File: src/rtl/snake_pkg.sv
// Shared definitions for the snake input-conditioning stage:
// heading encoding, turn deltas and the turn-latch state type.
package snake_pkg;

    // 2-bit heading, arithmetic is naturally modulo 4
    typedef logic [1:0] dir_t;

    localparam dir_t DIR_UP    = 2'd0;
    localparam dir_t DIR_RIGHT = 2'd1;
    localparam dir_t DIR_DOWN  = 2'd2;
    localparam dir_t DIR_LEFT  = 2'd3;

    // Quarter-turn deltas added to the heading (left = -1 mod 4)
    localparam dir_t TURN_CW  = 2'd1;
    localparam dir_t TURN_CCW = 2'd3;

    // Turn latch: IDLE waits for a press, PENDING holds one turn until the next step
    typedef enum logic {
        LATCH_IDLE    = 1'b0,
        LATCH_PENDING = 1'b1
    } latch_state_t;

    // Rotate a heading by a quarter-turn delta; wraps 3+1 -> 0 and 0-1 -> 3
    function automatic dir_t apply_turn(input dir_t cur, input dir_t delta);
        return cur + delta;
    endfunction

endpackage

File: src/rtl/btn_debounce.sv
// Per-button conditioning: 2-flop synchroniser, debounce counter,
// stable level register and a one-cycle press pulse on stable 1->0.
module btn_debounce #(
    parameter int DEBOUNCE_CYCLES = 1_000_000
) (
    input  logic clk,
    input  logic reset,
    input  logic i_btn_n,
    output logic o_press
);

    localparam int              CNT_W    = (DEBOUNCE_CYCLES > 1) ? $clog2(DEBOUNCE_CYCLES) : 1;
    localparam logic [CNT_W-1:0] CNT_LAST = CNT_W'(DEBOUNCE_CYCLES - 1);

    logic             r_sync1;
    logic             r_sync2;
    logic             r_stable;
    logic             r_stable_d;
    logic             r_press;
    logic [CNT_W-1:0] r_cnt;

    // Bring the asynchronous button level into the clock domain
    // NOTE: sequential state uses non-blocking (<=) so every flop samples pre-edge values.
    always_ff @(posedge clk or posedge reset) begin
        if (reset) begin
            r_sync1 <= 1'b1;
            r_sync2 <= 1'b1;
        end else begin
            r_sync1 <= i_btn_n;
            r_sync2 <= r_sync1;
        end
    end

    // Accept a new level only after it has differed from the stable one for DEBOUNCE_CYCLES cycles
    always_ff @(posedge clk or posedge reset) begin
        if (reset) begin
            r_cnt    <= '0;
            r_stable <= 1'b1;
        end else if (r_sync2 == r_stable) begin
            r_cnt <= '0;
        end else if (r_cnt == CNT_LAST) begin
            r_cnt    <= '0;
            r_stable <= r_sync2;
        end else begin
            r_cnt <= r_cnt + CNT_W'(1);
        end
    end

    // Registered press pulse on the stable released->pressed transition; release is ignored
    always_ff @(posedge clk or posedge reset) begin
        if (reset) begin
            r_stable_d <= 1'b1;
            r_press    <= 1'b0;
        end else begin
            r_stable_d <= r_stable;
            r_press    <= r_stable_d & ~r_stable;
        end
    end

    assign o_press = r_press;

endmodule

File: src/rtl/snake_dir_ctrl.sv
// Snake heading controller: debounced turn buttons, one-turn-per-step latch
// and the game step pulse generator.
// Optional feature: define SNAKE_TURN_LEFT_EN to add the turn_left_n button.
module snake_dir_ctrl
    import snake_pkg::*;
#(
    parameter int   DEBOUNCE_CYCLES = 1_000_000,
    parameter int   TICK_DIV        = 10_000_000,
    parameter dir_t INIT_DIR        = DIR_LEFT
) (
    input  logic       clk,
    input  logic       reset,
    input  logic       run,
    input  logic       turn_right_n,
`ifdef SNAKE_TURN_LEFT_EN
    input  logic       turn_left_n,
`endif
    output logic [1:0] dir,
    output logic       step_tick,
    output logic       turn_pending
);

    localparam int               TICK_W    = (TICK_DIV > 1) ? $clog2(TICK_DIV) : 1;
    localparam logic [TICK_W-1:0] TICK_LAST = TICK_W'(TICK_DIV - 1);

    logic [TICK_W-1:0] r_step_cnt;
    logic              r_step_tick;

    latch_state_t      r_state;
    latch_state_t      w_state_next;
    dir_t              r_turn;
    dir_t              w_turn_next;
    dir_t              r_dir;
    dir_t              w_dir_next;

    logic              w_right_press;
    logic              w_press_valid;
    dir_t              w_press_delta;

    btn_debounce #(
        .DEBOUNCE_CYCLES (DEBOUNCE_CYCLES)
    ) u_right_btn (
        .clk     (clk),
        .reset   (reset),
        .i_btn_n (turn_right_n),
        .o_press (w_right_press)
    );

`ifdef SNAKE_TURN_LEFT_EN
    logic w_left_press;

    btn_debounce #(
        .DEBOUNCE_CYCLES (DEBOUNCE_CYCLES)
    ) u_left_btn (
        .clk     (clk),
        .reset   (reset),
        .i_btn_n (turn_left_n),
        .o_press (w_left_press)
    );

    // Opposite presses in the same cycle cancel each other
    assign w_press_valid = w_right_press ^ w_left_press;
    assign w_press_delta = w_right_press ? TURN_CW : TURN_CCW;
`else
    assign w_press_valid = w_right_press;
    assign w_press_delta = TURN_CW;
`endif

    // Game pacing: count 0..TICK_DIV-1 while running, register the terminal-count compare
    always_ff @(posedge clk or posedge reset) begin
        if (reset) begin
            r_step_cnt  <= '0;
            r_step_tick <= 1'b0;
        end else if (!run) begin
            r_step_cnt  <= '0;
            r_step_tick <= 1'b0;
        end else begin
            r_step_tick <= (r_step_cnt == TICK_LAST);
            r_step_cnt  <= (r_step_cnt == TICK_LAST) ? '0 : r_step_cnt + TICK_W'(1);
        end
    end

    // Turn-latch and heading registers
    always_ff @(posedge clk or posedge reset) begin
        if (reset) begin
            r_state <= LATCH_IDLE;
            r_turn  <= TURN_CW;
            r_dir   <= INIT_DIR;
        end else begin
            r_state <= w_state_next;
            r_turn  <= w_turn_next;
            r_dir   <= w_dir_next;
        end
    end

    // Next-state: latch one press, apply it at the step; a press on the step itself applies at once
    always_comb begin
        // NOTE: defaults first so every path assigns every output and no latch is inferred.
        w_state_next = r_state;
        w_turn_next  = r_turn;
        w_dir_next   = r_dir;
        case (r_state)
            LATCH_IDLE: begin
                if (w_press_valid) begin
                    if (r_step_tick) begin
                        w_dir_next = apply_turn(r_dir, w_press_delta);
                    end else begin
                        w_state_next = LATCH_PENDING;
                        w_turn_next  = w_press_delta;
                    end
                end
            end
            LATCH_PENDING: begin
                if (r_step_tick) begin
                    w_dir_next   = apply_turn(r_dir, r_turn);
                    w_state_next = LATCH_IDLE;
                end
            end
            default: w_state_next = LATCH_IDLE;
        endcase
    end

    assign dir          = r_dir;
    assign step_tick    = r_step_tick;
    assign turn_pending = (r_state == LATCH_PENDING);

endmodule

File: config.mk
export PLATFORM = sky130hd
export DESIGN_NAME = snake_dir_ctrl
export DESIGN_NICKNAME = d
export VERILOG_FILES = /design/src/rtl/snake_pkg.sv /design/src/rtl/btn_debounce.sv /design/src/rtl/snake_dir_ctrl.sv
export SDC_FILE = /design/constraint.sdc
export NUM_CORES = 1
export LEC_CHECK = 0
export CORE_UTILIZATION = 50
export CTS_CLUSTER_SIZE = 14
export DETAILED_ROUTE_END_ITERATION = 10
export GPL_TIMING_DRIVEN = 0
export PLACE_DENSITY_LB_ADDON = 0.12
export RECOVER_POWER = 25
export REMOVE_ABC_BUFFERS = 1
export SYNTH_ARGS = -nofsm -noshare
export SYNTH_HDL_FRONTEND = slang
export SYNTH_SLANG_ARGS = --single-unit
File: constraint.sdc
create_clock -name clk -period 3.5 [get_ports clk]
set_input_delay 0.7 -clock clk [delete_from_list [all_inputs] [get_ports clk]]
set_output_delay 0.7 -clock clk [all_outputs]
set_load 0.03 [all_outputs]
==> impl_metrics.sql <==
INSERT INTO impl_metrics (metric_group, metric, value, unit) VALUES
('global_routing', 'grt_antenna_before_repair', '0', ''),
('setup_path', 'critical_path_buf_inv_count', '1', ''),
('global_routing', 'grt_max_degree', '43', ''),
('floorplan', 'ioPinCount', '8', ''),
('logic_synthesis', 'post_synth.cell_area_avg', '10.0', 'µm²'),
('finish', 'final_design_area_no_fill', '2790', 'µm²'),
('timing', 'worst_slew_pin_slew', '0.986', 'ns'),
('logic_synthesis', 'synth-compound-area-share', '6.60', '%'),
('setup_path', 'crit_path_max_incr_delay', '0.68', 'ns'),
('detailed_routing', 'vias', '1796', ''),
('logic_synthesis', 'synth_adder_area_share', '0.993', '%'),
('logic_synthesis', 'synth_top_family_by_area', 'simple AND/OR/NAND/NOR gates', ''),
('logic_synthesis', 'synth_seq_area_share', '52.9', '%'),
('logic_synthesis', 'synthCells', '251', ''),
('finish', 'final_net_count', '264', ''),
('detailed_routing', 'drt_pass1_iterations', '4', ''),
('power', 'power.ir.vdd_worst', '0.224', 'mV'),
('detailed_routing', 'post_drt_wl_per_cell', '13.8', 'µm'),
('detailed_routing', 'post_drt_via_cell_ratio', '5.51', ''),
('logic_synthesis', 'count_of_unique_library_cells_instantiated_by_yosys', '33', ''),
('power', 'power.density_cell_area', '390', 'nW/µm²'),
('setup_path', 'reg2reg_setup_slack', '1.26', 'ns'),
('logic_synthesis', 'synth_area_leader_cell', 'sky130_fd_sc_hd__dfrtp_1', ''),
('finish', 'postLayoutCoreUtil', '58.3', '%'),
('logic_synthesis', 'post_synth_instance_area', '2520', 'µm²'),
('floorplan', 'std_cell_rows', '25', ''),
('detailed_routing', 'drt_first_iter_violations', '104', ''),
('setup_path', 'required', '2.80', 'ns'),
('clocking', 'cts.clk_slew.worst_paths', '0.09', 'ns'),
('finish', 'diodes', '0', ''),
('clocking', 'clk_path_buf_depth', '2', ''),
('floorplan', 'die_h', '73.0', 'µm'),
('clocking', 'cts_tree', 'yes', ''),
('clocking', 'clock_latency', '0.30', 'ns'),
('timing', 'holdWs', '0.361', 'ns'),
('logic_synthesis', 'asyncSetResetFlopFracSynth', '100', '%'),
('clocking', 'clock-root-buffer', 'sky130_fd_sc_hd__clkbuf_8', ''),
('job', 'number_of_max_cap_violations', '0', ''),
('logic_synthesis', 'synth_largest_type_area_fraction', '46.7', '%'),
('clocking', 'tritoncts.num_buffers', '5', ''),
('clocking', 'post_cts.repair.setup_buffers', '0', ''),
('min_path', 'min-delay-path-class', 'reg2reg', ''),
('finish', 'multiInputGateArea', '1140', 'µm²'),
('setup_path', 'crit_path_top_delay_cell', 'sky130_fd_sc_hd__clkdlybuf4s50_1', ''),
('placement', 'replace_congestion', '0.770', ''),
('finish', 'commonest_cells_after_routing_fill_and_taps_aside', 'sky130_fd_sc_hd__dfrtp_1, sky130_fd_sc_hd__nor2_1, sky130_fd_sc_hd__xor2_1', ''),
('setup_path', 'cells_along_the_critical_path', 'clkdlybuf4s50_1', ''),
('floorplan', 'placeableCoreArea', '4790', 'µm²'),
('logic_synthesis', 'synth-simple-area-share', '26.2', '%'),
('finish', 'proportion_of_layout_cells_with_a_drive_suffix_above_1', '7.72', '%'),
('logic_synthesis', 'synth.ff_latch_count', '53', ''),
('setup_path', 'path_class', 'reg2out', ''),
('finish', 'fill_cells', '431', ''),
('logic_synthesis', 'synth.mux.area_fraction', '0.447', '%'),
('global_routing', 'grt_remaining_overflow', '0', ''),
('setup_path', 'timing.critical_path.to_type', 'output pin', ''),
('logic_synthesis', 'synth_enable_flop_cells', '0', ''),
('detailed_routing', 'postRouteAntennaNets', '0', ''),
('global_routing', 'gr-usage-all-layers', '19.1', '%'),
('floorplan', 'dieArea', '5330', 'µm²'),
('detailed_routing', 'drc', '0', ''),
('placement', 'port_buffers', '7', ''),
('setup_path', 'cp-start-kind', 'flop', ''),
('detailed_routing', 'routed_wire_length', '4490', 'µm'),
('timing', 'count_of_final_max_slew_check_failures', '0', ''),
('clocking', 'post_cts_repair_resize_count', '0', ''),
('floorplan', 'die_w', '73.0', 'µm'),
('setup_path', 'crit_fanout', '3', ''),
('placement', 'placement.cell_area', '2690', 'µm²'),
('clocking', 'cts_sink_count', '53', ''),
('outcome', 'outcome', 'completed', '');
-- flip-flops by register name, summed over array words and instances, names as in the netlist --
register and count:
dir 2, r_step_cnt 24, u_right_btn.r_stable_d 1, turn_pending 1, u_right_btn.r_sync1 1, u_right_btn.o_press 1, step_tick 1, u_right_btn.r_cnt 20
u_right_btn.r_stable 1, u_right_btn.r_sync2 1
-- synthesized netlist by cell type, types with 2 or more instances --
cell / number
sky130_fd_sc_hd__or3_1: 9
sky130_fd_sc_hd__o31ai_1: 4
sky130_fd_sc_hd__nor3_1: 4
sky130_fd_sc_hd__and4_1: 7
sky130_fd_sc_hd__clkbuf_1: 8
sky130_fd_sc_hd__dfrtp_1: 47
sky130_fd_sc_hd__inv_1: 7
sky130_fd_sc_hd__o21ai_0: 11
sky130_fd_sc_hd__xor2_1: 19
sky130_fd_sc_hd__nor2_1: 37
sky130_fd_sc_hd__a21oi_1: 13
sky130_fd_sc_hd__nand2_1: 8
sky130_fd_sc_hd__nand3_1: 15
sky130_fd_sc_hd__nor4b_1: 2
sky130_fd_sc_hd__xnor2_1: 11
sky130_fd_sc_hd__nand4_1: 17
sky130_fd_sc_hd__dfstp_2: 6
sky130_fd_sc_hd__ha_1: 2
sky130_fd_sc_hd__or4_1: 3
sky130_fd_sc_hd__nor4_1: 2
sky130_fd_sc_hd__and2_1: 2
sky130_fd_sc_hd__and3_1: 6
-- kinds of logic after synthesis --
logic type,Yosys count
fa+ha+maj,2
compound gates,30
buf+inv,16
flops,53
xor+xnor,30
mux,1
simple gates,119
-- power breakdown --
group	switching [mW]	internal, mW	total [mW]
combinational	0.0279	0.0110	0.0389
clock	0.191	0.233	0.424
sequential	0.00569	0.620	0.625
-- final timing paths --
path	from	endpoint	depth (start not counted)
worst min-delay path	u_right_btn.r_sync1	u_right_btn.r_sync2	0
worst max register to register	u_right_btn.r_cnt[2]	u_right_btn.r_cnt[18]	5
max in group asynchronous	reset	u_right_btn.r_cnt[16]	3
min in group asynchronous	reset	r_step_cnt[14]	2
worst min register to register	u_right_btn.r_sync1	u_right_btn.r_sync2	0
worst max-delay path	dir[0]	dir[0]	1
-- layout make-up --
cell class / instances / area share, %
multi-input cells: 182 / 41.0
repair buffers: 9 / 3.10
flip-flops and latches: 53 / 47.8
well taps: 67 / 3.01
clock inverters: 1 / 1.08
clock buffers: 7 / 3.10
inverters: 7 / 0.942
-- routing by layer --
| layer | vias to the layer above | GRT usage [%] | part of all wire [%] |
|---|---|---|---|
| met3 | 7 | 4.56 | 1.7 |
| met2 | 7 | 32.0 | 48 |
| met1 | 878 | 24.8 | 49 |
| li1 | 904 | - | - |
| met4 | 0 | 5.23 | 1.1 |
| met5 | - | 0 | 0 |
No activity file was read; power rests on OpenSTA's default activity.
